<file path="src/rtl/lsu_pkg.sv">
`default_nettype none
// ============================================================================
// Module   : lsu_pkg
// Brief    : Shared funct3 codes, byte-enable bases and FSM states for the LSU.
// Revision : 1.0 - initial release
// ============================================================================
package lsu_pkg;

  localparam logic [2:0] F3_B  = 3'b000;
  localparam logic [2:0] F3_H  = 3'b001;
  localparam logic [2:0] F3_W  = 3'b010;
  localparam logic [2:0] F3_BU = 3'b100;
  localparam logic [2:0] F3_HU = 3'b101;

  localparam logic [3:0] BE_BYTE = 4'b0001;
  localparam logic [3:0] BE_HALF = 4'b0011;
  localparam logic [3:0] BE_WORD = 4'b1111;

  typedef enum logic [1:0] {
    ST_IDLE      = 2'd0,
    ST_ISSUE     = 2'd1,
    ST_WAIT_RESP = 2'd2,
    ST_RESP      = 2'd3
  } lsu_state_e;

endpackage
`default_nettype wire

</file>
<file path="src/rtl/lsu_if.sv">
`default_nettype none
// ============================================================================
// Module   : lsu_if
// Brief    : Core request, register writeback and data-memory bus of the LSU.
// Revision : 1.0 - initial release
// ============================================================================
interface lsu_if;
  logic        req_valid;
  logic        req_ready;
  logic        req_we;
  logic [2:0]  req_funct3;
  logic [31:0] req_addr;
  logic [31:0] req_wdata;
  logic [4:0]  req_rd;
  logic        mem_valid;
  logic        mem_ready;
  logic        mem_we;
  logic [31:0] mem_addr;
  logic [3:0]  mem_be;
  logic [31:0] mem_wdata;
  logic        mem_rvalid;
  logic [31:0] mem_rdata;
  logic        wb_we;
  logic [4:0]  wb_rd;
  logic [31:0] wb_data;
  logic        done;
  logic        err;
  logic        busy;

  // Environment side: the core issuing requests and the memory answering them.
  modport master (
    output req_valid, req_we, req_funct3, req_addr, req_wdata, req_rd,
    output mem_ready, mem_rvalid, mem_rdata,
    input  req_ready, mem_valid, mem_we, mem_addr, mem_be, mem_wdata,
    input  wb_we, wb_rd, wb_data, done, err, busy
  );

  modport slave (
    input  req_valid, req_we, req_funct3, req_addr, req_wdata, req_rd,
    input  mem_ready, mem_rvalid, mem_rdata,
    output req_ready, mem_valid, mem_we, mem_addr, mem_be, mem_wdata,
    output wb_we, wb_rd, wb_data, done, err, busy
  );
endinterface
`default_nettype wire

</file>
<file path="src/rtl/lsu_align.sv">
`default_nettype none
// ============================================================================
// Module   : lsu_align
// Brief    : Store lane steering, load extraction/extension and legality check.
// Revision : 1.0 - initial release
// ============================================================================
module lsu_align
  import lsu_pkg::*;
(
  input  logic        we,
  input  logic [2:0]  funct3,
  input  logic [1:0]  lane,
  input  logic [31:0] wdata,
  input  logic [31:0] rdata,
  output logic [3:0]  be,
  output logic [31:0] st_data,
  output logic [31:0] ld_data,
  output logic        ok
);

  logic [7:0]  w_byte;
  logic [15:0] w_half;
  logic        w_legal;
  logic        w_aligned;

  assign w_byte = rdata[{lane, 3'b000} +: 8];
  assign w_half = rdata[{lane[1], 4'b0000} +: 16];

  always_comb begin
    be      = BE_WORD;
    st_data = wdata;
    case (funct3[1:0])
      2'b00: begin
        be      = BE_BYTE << lane;
        st_data = {4{wdata[7:0]}};
      end
      2'b01: begin
        be      = BE_HALF << lane;
        st_data = {2{wdata[15:0]}};
      end
      default: ;
    endcase
  end

  always_comb begin
    case (funct3)
      F3_B:    ld_data = {{24{w_byte[7]}}, w_byte};
      F3_BU:   ld_data = {24'd0, w_byte};
      F3_H:    ld_data = {{16{w_half[15]}}, w_half};
      F3_HU:   ld_data = {16'd0, w_half};
      default: ld_data = rdata;
    endcase
  end

  // Unsigned variants exist only for loads.
  assign w_legal = we ? (funct3 inside {F3_B, F3_H, F3_W})
                      : (funct3 inside {F3_B, F3_H, F3_W, F3_BU, F3_HU});

  always_comb begin
    case (funct3[1:0])
      2'b01:   w_aligned = ~lane[0];
      2'b10:   w_aligned = (lane == 2'b00);
      default: w_aligned = 1'b1;
    endcase
  end

  assign ok = w_legal && w_aligned;

endmodule
`default_nettype wire

</file>
<file path="src/rtl/load_store_unit.sv">
`default_nettype none
// ============================================================================
// Module   : load_store_unit
// Brief    : Multi-cycle load/store FSM between the core and handshaked memory.
// Revision : 1.0 - initial release
// ============================================================================
module load_store_unit
  import lsu_pkg::*;
#(
  parameter int TIMEOUT = 16
) (
  input  logic  CLK,
  input  logic  rst,
  lsu_if.slave  bus
);

  localparam logic [7:0] c_to_last = 8'(TIMEOUT - 1);

  lsu_state_e  r_state, w_next;
  logic        r_we;
  logic [2:0]  r_funct3;
  logic [1:0]  r_lane;
  logic [4:0]  r_rd;
  logic [7:0]  r_cnt;
  logic        r_mem_valid, r_mem_we;
  logic [31:0] r_mem_addr, r_mem_wdata;
  logic [3:0]  r_mem_be;
  logic        r_wb_we, r_done, r_err;
  logic [4:0]  r_wb_rd;
  logic [31:0] r_wb_data;

  logic        w_idle, w_we, w_ok, w_accept, w_timeout, w_err_d, w_ld_done;
  logic [2:0]  w_funct3;
  logic [1:0]  w_lane;
  logic [3:0]  w_be;
  logic [31:0] w_st_data, w_ld_data;

  assign w_idle    = (r_state == ST_IDLE);
  assign w_accept  = w_idle && bus.req_valid;
  assign w_timeout = (r_cnt == c_to_last);

  // The checker sees the live request in IDLE and the latched one afterwards.
  assign w_we     = w_idle ? bus.req_we         : r_we;
  assign w_funct3 = w_idle ? bus.req_funct3     : r_funct3;
  assign w_lane   = w_idle ? bus.req_addr[1:0]  : r_lane;

  lsu_align u_align (
    .we      (w_we),
    .funct3  (w_funct3),
    .lane    (w_lane),
    .wdata   (bus.req_wdata),
    .rdata   (bus.mem_rdata),
    .be      (w_be),
    .st_data (w_st_data),
    .ld_data (w_ld_data),
    .ok      (w_ok)
  );

  always_ff @(posedge CLK or posedge rst) begin
    if (rst) r_state <= ST_IDLE;
    else     r_state <= w_next;
  end

  always_comb begin
    w_next = r_state;
    case (r_state)
      ST_IDLE:      if (bus.req_valid) w_next = w_ok ? ST_ISSUE : ST_RESP;
      ST_ISSUE:     if (bus.mem_ready) w_next = r_we ? ST_RESP : ST_WAIT_RESP;
                    else if (w_timeout) w_next = ST_RESP;
      ST_WAIT_RESP: if (bus.mem_rvalid || w_timeout) w_next = ST_RESP;
      default:      w_next = ST_IDLE;
    endcase
  end

  always_comb begin
    w_err_d   = 1'b0;
    w_ld_done = 1'b0;
    case (r_state)
      ST_IDLE:      w_err_d = w_accept && !w_ok;
      ST_ISSUE:     w_err_d = !bus.mem_ready && w_timeout;
      ST_WAIT_RESP: begin
        w_ld_done = bus.mem_rvalid;
        w_err_d   = !bus.mem_rvalid && w_timeout;
      end
      default: ;
    endcase
  end

  always_ff @(posedge CLK or posedge rst) begin
    if (rst) begin
      r_we <= 1'b0;  r_funct3 <= 3'd0;  r_lane <= 2'd0;  r_rd <= 5'd0;  r_cnt <= 8'd0;
      r_mem_valid <= 1'b0;  r_mem_we <= 1'b0;  r_mem_addr <= 32'd0;
      r_mem_be <= 4'd0;  r_mem_wdata <= 32'd0;
      r_wb_we <= 1'b0;  r_wb_rd <= 5'd0;  r_wb_data <= 32'd0;
      r_done <= 1'b0;  r_err <= 1'b0;
    end else begin
      if (w_accept) begin
        r_we     <= bus.req_we;
        r_funct3 <= bus.req_funct3;
        r_lane   <= bus.req_addr[1:0];
        r_rd     <= bus.req_rd;
        if (w_ok) begin
          r_mem_we    <= bus.req_we;
          r_mem_addr  <= {bus.req_addr[31:2], 2'b00};
          r_mem_be    <= w_be;
          r_mem_wdata <= w_st_data;
        end
      end
      // Cleared on every state change, so it restarts on entry to ISSUE and WAIT_RESP.
      if (w_next != r_state)
        r_cnt <= 8'd0;
      else if (r_state == ST_ISSUE || r_state == ST_WAIT_RESP)
        r_cnt <= r_cnt + 8'd1;
      r_mem_valid <= (w_next == ST_ISSUE);
      r_done      <= (w_next == ST_RESP);
      r_err       <= w_err_d;
      r_wb_we     <= w_ld_done && (r_rd != 5'd0);
      if (w_ld_done) begin
        r_wb_rd   <= r_rd;
        r_wb_data <= w_ld_data;
      end
    end
  end

  assign bus.req_ready = w_idle;
  assign bus.busy      = !w_idle;
  assign bus.mem_valid = r_mem_valid;
  assign bus.mem_we    = r_mem_we;
  assign bus.mem_addr  = r_mem_addr;
  assign bus.mem_be    = r_mem_be;
  assign bus.mem_wdata = r_mem_wdata;
  assign bus.wb_we     = r_wb_we;
  assign bus.wb_rd     = r_wb_rd;
  assign bus.wb_data   = r_wb_data;
  assign bus.done      = r_done;
  assign bus.err       = r_err;

endmodule
`default_nettype wire

</file>
<file path="src/flat_wrapper.sv">
// flat-port wrapper written by rule: the top's interface ports become plain ports
module load_store_unit_flat import lsu_pkg::*;
#(
  parameter int TIMEOUT = 16
)
  (CLK, rst, bus_req_valid, bus_req_we, bus_req_funct3, bus_req_addr, bus_req_wdata, bus_req_rd, bus_mem_ready, bus_mem_rvalid, bus_mem_rdata, bus_req_ready, bus_mem_valid, bus_mem_we, bus_mem_addr, bus_mem_be, bus_mem_wdata, bus_wb_we, bus_wb_rd, bus_wb_data, bus_done, bus_err, bus_busy);
  lsu_if bus_i ();
  input  logic CLK;
  input  logic rst;
  input wire logic [$bits(bus_i.req_valid)-1:0] bus_req_valid;
  input wire logic [$bits(bus_i.req_we)-1:0] bus_req_we;
  input wire logic [$bits(bus_i.req_funct3)-1:0] bus_req_funct3;
  input wire logic [$bits(bus_i.req_addr)-1:0] bus_req_addr;
  input wire logic [$bits(bus_i.req_wdata)-1:0] bus_req_wdata;
  input wire logic [$bits(bus_i.req_rd)-1:0] bus_req_rd;
  input wire logic [$bits(bus_i.mem_ready)-1:0] bus_mem_ready;
  input wire logic [$bits(bus_i.mem_rvalid)-1:0] bus_mem_rvalid;
  input wire logic [$bits(bus_i.mem_rdata)-1:0] bus_mem_rdata;
  output wire logic [$bits(bus_i.req_ready)-1:0] bus_req_ready;
  output wire logic [$bits(bus_i.mem_valid)-1:0] bus_mem_valid;
  output wire logic [$bits(bus_i.mem_we)-1:0] bus_mem_we;
  output wire logic [$bits(bus_i.mem_addr)-1:0] bus_mem_addr;
  output wire logic [$bits(bus_i.mem_be)-1:0] bus_mem_be;
  output wire logic [$bits(bus_i.mem_wdata)-1:0] bus_mem_wdata;
  output wire logic [$bits(bus_i.wb_we)-1:0] bus_wb_we;
  output wire logic [$bits(bus_i.wb_rd)-1:0] bus_wb_rd;
  output wire logic [$bits(bus_i.wb_data)-1:0] bus_wb_data;
  output wire logic [$bits(bus_i.done)-1:0] bus_done;
  output wire logic [$bits(bus_i.err)-1:0] bus_err;
  output wire logic [$bits(bus_i.busy)-1:0] bus_busy;
  assign bus_i.req_valid = bus_req_valid;
  assign bus_i.req_we = bus_req_we;
  assign bus_i.req_funct3 = bus_req_funct3;
  assign bus_i.req_addr = bus_req_addr;
  assign bus_i.req_wdata = bus_req_wdata;
  assign bus_i.req_rd = bus_req_rd;
  assign bus_i.mem_ready = bus_mem_ready;
  assign bus_i.mem_rvalid = bus_mem_rvalid;
  assign bus_i.mem_rdata = bus_mem_rdata;
  assign bus_req_ready = bus_i.req_ready;
  assign bus_mem_valid = bus_i.mem_valid;
  assign bus_mem_we = bus_i.mem_we;
  assign bus_mem_addr = bus_i.mem_addr;
  assign bus_mem_be = bus_i.mem_be;
  assign bus_mem_wdata = bus_i.mem_wdata;
  assign bus_wb_we = bus_i.wb_we;
  assign bus_wb_rd = bus_i.wb_rd;
  assign bus_wb_data = bus_i.wb_data;
  assign bus_done = bus_i.done;
  assign bus_err = bus_i.err;
  assign bus_busy = bus_i.busy;
  load_store_unit #(.TIMEOUT(TIMEOUT)) u_core (.CLK(CLK), .rst(rst), .bus(bus_i));
endmodule
</file>
<file path="config.mk">
export PLATFORM = sky130hd
export DESIGN_NAME = load_store_unit_flat
export DESIGN_NICKNAME = d
export VERILOG_FILES = /design/src/rtl/lsu_pkg.sv /design/src/rtl/lsu_if.sv /design/src/rtl/lsu_align.sv /design/src/rtl/load_store_unit.sv /design/src/flat_wrapper.sv
export SDC_FILE = /design/constraint.sdc
export NUM_CORES = 1
export LEC_CHECK = 0
export BUFFER_PORTS_ARGS = -buffer_cell sky130_fd_sc_hd__buf_2
export CORE_ASPECT_RATIO = 0.75
export CORE_UTILIZATION = 45
export CTS_CLUSTER_DIAMETER = 150
export DETAILED_ROUTE_END_ITERATION = 12
export HOLD_SLACK_MARGIN = 0.1
export PLACE_DENSITY = 0.82
export SLEW_MARGIN = 20
export SYNTH_ARGS = -nofsm -noshare
export SYNTH_HDL_FRONTEND = slang
export SYNTH_HIERARCHICAL = 1
export SYNTH_SLANG_ARGS = --single-unit
</file>
<file path="constraint.sdc">
create_clock -name CLK -period 6.2 [get_ports CLK]
set_input_delay 0 -clock CLK [delete_from_list [all_inputs] [get_ports CLK]]
set_output_delay 0 -clock CLK [all_outputs]
set_load 0.01 [all_outputs]
</file>
==> results.sh <==
export IMPL_status="finished clean"
export IMPL_n_fill_cell=981
export IMPL_drv_slew=0
export IMPL_synth_flop_cell="dfrtp_1"
export IMPL_area_growth_pct=45.02
export IMPL_antenna_left=0
export IMPL_relSlewSlack_pct=36.09
export IMPL_synth_common_cells="mux2_2 (144), dfrtp_1 (129), nand2_1 (25)"
export IMPL_start_util_pct=46.52
export IMPL_synth_edff_count=0
export IMPL_worst_r2r_endpoint="u_core/bus.mem_addr[3]$_DFFE_PP0P_"
export IMPL_worstPathMaxFanout=67
export IMPL_rsz0062_at_grt="false"
export IMPL_critPathSlowestCell="nor2_2"
export IMPL_firstDrtPassIters=5
export IMPL_min_path_cells=5
export IMPL_async_reset_ff_share_pct=100.0
export IMPL_clock_sinks=129
export IMPL_fin_worst_skew_ns=0.007144
export IMPL_p_per_area_nw_per_um2=540.3
export IMPL_root_buffer="clkbuf_16"
export IMPL_diodes=0
export IMPL_post_cts_buffers=0
export IMPL_vias=5468
export IMPL_synth_cell_types=54
export IMPL_clk_latency_ns=0.41
export IMPL_layout_drive_gt1_share_pct=48.87
export IMPL_drt_first_iter_violations=413
export IMPL_yosys_register_bits=129
export IMPL_grt_usage_pct=24.56
export IMPL_rr_startpoint="u_core/r_state[1]$_DFF_PP0_"
export IMPL_ys_seq_area_share_pct=50.13
export IMPL_synth_area_per_cell_um2=12.70
export IMPL_postCtsHoldBufs=120
export IMPL_start_kind="flop"
export IMPL_first_global_vias=5542
export IMPL_period_share_pct=74.08
export IMPL_peakVddDrop_mv=0.2699
export IMPL_io_buffers=219
export IMPL_synthTopCellsByArea="dfrtp_1 (50%), mux2_2 (25%), a221o_1 (2.3%)"
export IMPL_wirelength_mm=18.06
export IMPL_wire_per_inst_um=17.77
export IMPL_timing_fmax_mhz=217.7
export IMPL_fin_setup_tns_ns=0
export IMPL_cts_buffers_inserted=17
export IMPL_drc=0
export IMPL_routed_via_density=5.382
export IMPL_clk_pin_slew_ns=0.06
export IMPL_overflow=0
export IMPL_grt_max_degree=68
export IMPL_gp_congestion=0.9737
export IMPL_die_h_um=105.6
export IMPL_required_ns=6.48
export IMPL_die_area_um2=14800
export IMPL_tritoncts="done"
export IMPL_min_from="bus_mem_rdata[7]"
export IMPL_die_w_um=140.1
export IMPL_p_total_mw=5.046
export IMPL_hold_path_class="in -> reg"
export IMPL_synth_top_area_share_pct=50.13
export IMPL_dp_hpwl_mm=11.68
export IMPL_critPathKind="reg -> reg"
export IMPL_critPathArrivalTime_ns=4.87
export IMPL_multi_input_area_um2=2967
export IMPL_synth_warnings=6
export IMPL_r2r_slack_ns=1.61
export IMPL_mappedNetlistArea_um2=6440
export IMPL_fin_nets=949
export IMPL_grt_pass1_wl_mm=28.07
export IMPL_std_cell_rows=37
export IMPL_synth_most_common_cell="mux2_2"
export IMPL_holdPathEnd="u_core/bus.wb_data[7]$_DFFE_PP0P_"
export IMPL_clock_tree_buffer_depth=2
export IMPL_post_route_util_pct=67.47
export IMPL_tightestPinTransition_ns=0.9587
export IMPL_h_tree_depth=4
export IMPL_antenna_found_initial=0
export IMPL_crit_path_max_incr_delay_ns=0.73
export IMPL_synthCells=507
export IMPL_yosysTopAreaCell="dfrtp_1"
export IMPL_io_pins=222
export IMPL_cts_resized=0
export IMPL_seq_area_um2=3228
export IMPL_endpoint_kind="flop"
export IMPL_finalCriticalPeriod_ns=4.593
export IMPL_core_area_um2=13840
export IMPL_power_leakage_nw=4.568
export IMPL_crit_chain="inv_1 > ha_1 > mux2_2 > ha_1 > buf_4 > nor2_2 > o22ai_1 > and2_1 > nand3_4 > mux2_2"
export IMPL_final_hold_violation_count=0
export IMPL_drv_cap=0
export IMPL_setup_viol=0
export IMPL_ff2ff_path_depth=10
## report_power, final
| part | total (mW) | internal (mW) | switching [mW] |
|---|---|---|---|
| clock | 0.940 | 0.598 | 0.343 |
| combinational | 2.65 | 1.32 | 1.33 |
| sequential | 1.46 | 1.24 | 0.216 |
## final cells by class
type | instances | share of cell area [%]
flip-flops and latches | 129 | 34.57
multi-input cells | 329 | 31.77
repair buffers | 343 | 24.92
clock buffers | 25 | 5.413
well taps | 175 | 2.345
clock inverters | 5 | 0.5627
inverters | 10 | 0.4287
## how the worst max path moves through the flow
stage	start	slack (ns)	end
floorplan	u_core/r_state[1]$_DFF_PP0_	2.54	u_core/bus.mem_addr[12]$_DFFE_PP0P_
global placement	u_core/r_state[1]$_DFF_PP0_	1.88	u_core/bus.mem_we$_DFFE_PP0P_
detailed placement	u_core/r_state[1]$_DFF_PP0_	1.72	u_core/bus.mem_addr[3]$_DFFE_PP0P_
CTS	u_core/r_state[1]$_DFF_PP0_	1.50	u_core/bus.wb_data[4]$_DFFE_PP0P_
global route	u_core/r_state[1]$_DFF_PP0_	1.35	u_core/bus.mem_addr[6]$_DFFE_PP0P_
finish	u_core/r_state[1]$_DFF_PP0_	1.61	u_core/bus.mem_addr[3]$_DFFE_PP0P_
## sequential cells by signal, summed over array words and instances (netlist names)
register,cells
u_core/r_lane,2
u_core/r_rd,5
u_core/bus.mem_addr,30
u_core/r_state,2
u_core/bus.mem_wdata,32
u_core/r_funct3,3
u_core/r_cnt,8
u_core/bus.mem_valid,1
u_core/bus.mem_we,1
u_core/bus.done,1
u_core/bus.wb_rd,5
u_core/bus.err,1
u_core/bus.wb_data,32
u_core/bus.mem_be,4
u_core/bus.wb_we,1
u_core/r_we,1
## critical path: cells and delay by family (launching register included)
family | cells | cell delay (ns)
adders and majority gates | 2 | 0.82
DFF | 1 | 0.46
and+or+nand+nor | 3 | 1.66
buffers and inverters | 2 | 0.48
muxes | 2 | 0.86
AOI/OAI and AO/OA | 1 | 0.14
## layout by cell type (no fill, tap or decap), drive strengths merged, types with 2 or more instances in the layout
master | netlist | layout
dfrtp | 129 | 129
a21oi | 7 | 7
inv | 10 | 10
a21o | 17 | 17
xor2 | 4 | 4
clkbuf | 6 | 25
xnor2 | 3 | 3
a221o | 15 | 15
mux2i | 4 | 4
nand3 | 7 | 7
ha | 9 | 9
dlygate4sd3 | 0 | 120
clkinv | 0 | 3
nor2 | 26 | 26
a22oi | 15 | 15
nand4 | 2 | 2
nand2b | 4 | 4
nor2b | 2 | 2
conb | 1 | 2
o21ai | 3 | 3
buf | 34 | 223
nand2 | 25 | 25
o22ai | 6 | 6
nor3 | 3 | 3
mux2 | 144 | 144
nor4 | 3 | 3
a22o | 8 | 8
## per-layer routing
| layer | up-vias | global-route usage [%] | wire [µm] |
|---|---|---|---|
| li1 | 2494 | - | - |
| met1 | 2679 | 30.60 | 7646 |
| met2 | 260 | 41.43 | 8960 |
| met3 | 35 | 4.952 | 1049 |
| met4 | 0 | 10.91 | 402 |
| met5 | - | 0 | 0 |
## kinds of logic after synthesis
logic type	Yosys count	share of synthesized area (%)
AO/OA/AOI/OAI	84	11.02
multiplexers	148	25.80
AND/OR/NAND/NOR	79	6.159
adder cells (fa/ha/maj)	9	1.749
flip-flops	129	50.13
XOR/XNOR	7	0.9520
buffers and inverters	50	4.138
other	1	0.05823
## through the flow
stage	setup slack, ns	instances	hold WS [ns]	cell area (µm²)
6_report	1.607	1016	0.1174	9339
2_1_floorplan	2.544	508	0.1505	6444
4_1_cts	1.503	1016	0.1003	9334
3_5_place_dp	1.719	866	0.2049	7575
5_1_grt	1.349	1016	0.1341	9339
3_3_place_gp	1.884	866	0.1767	7575
No activity file was read; power rests on OpenSTA's default activity.
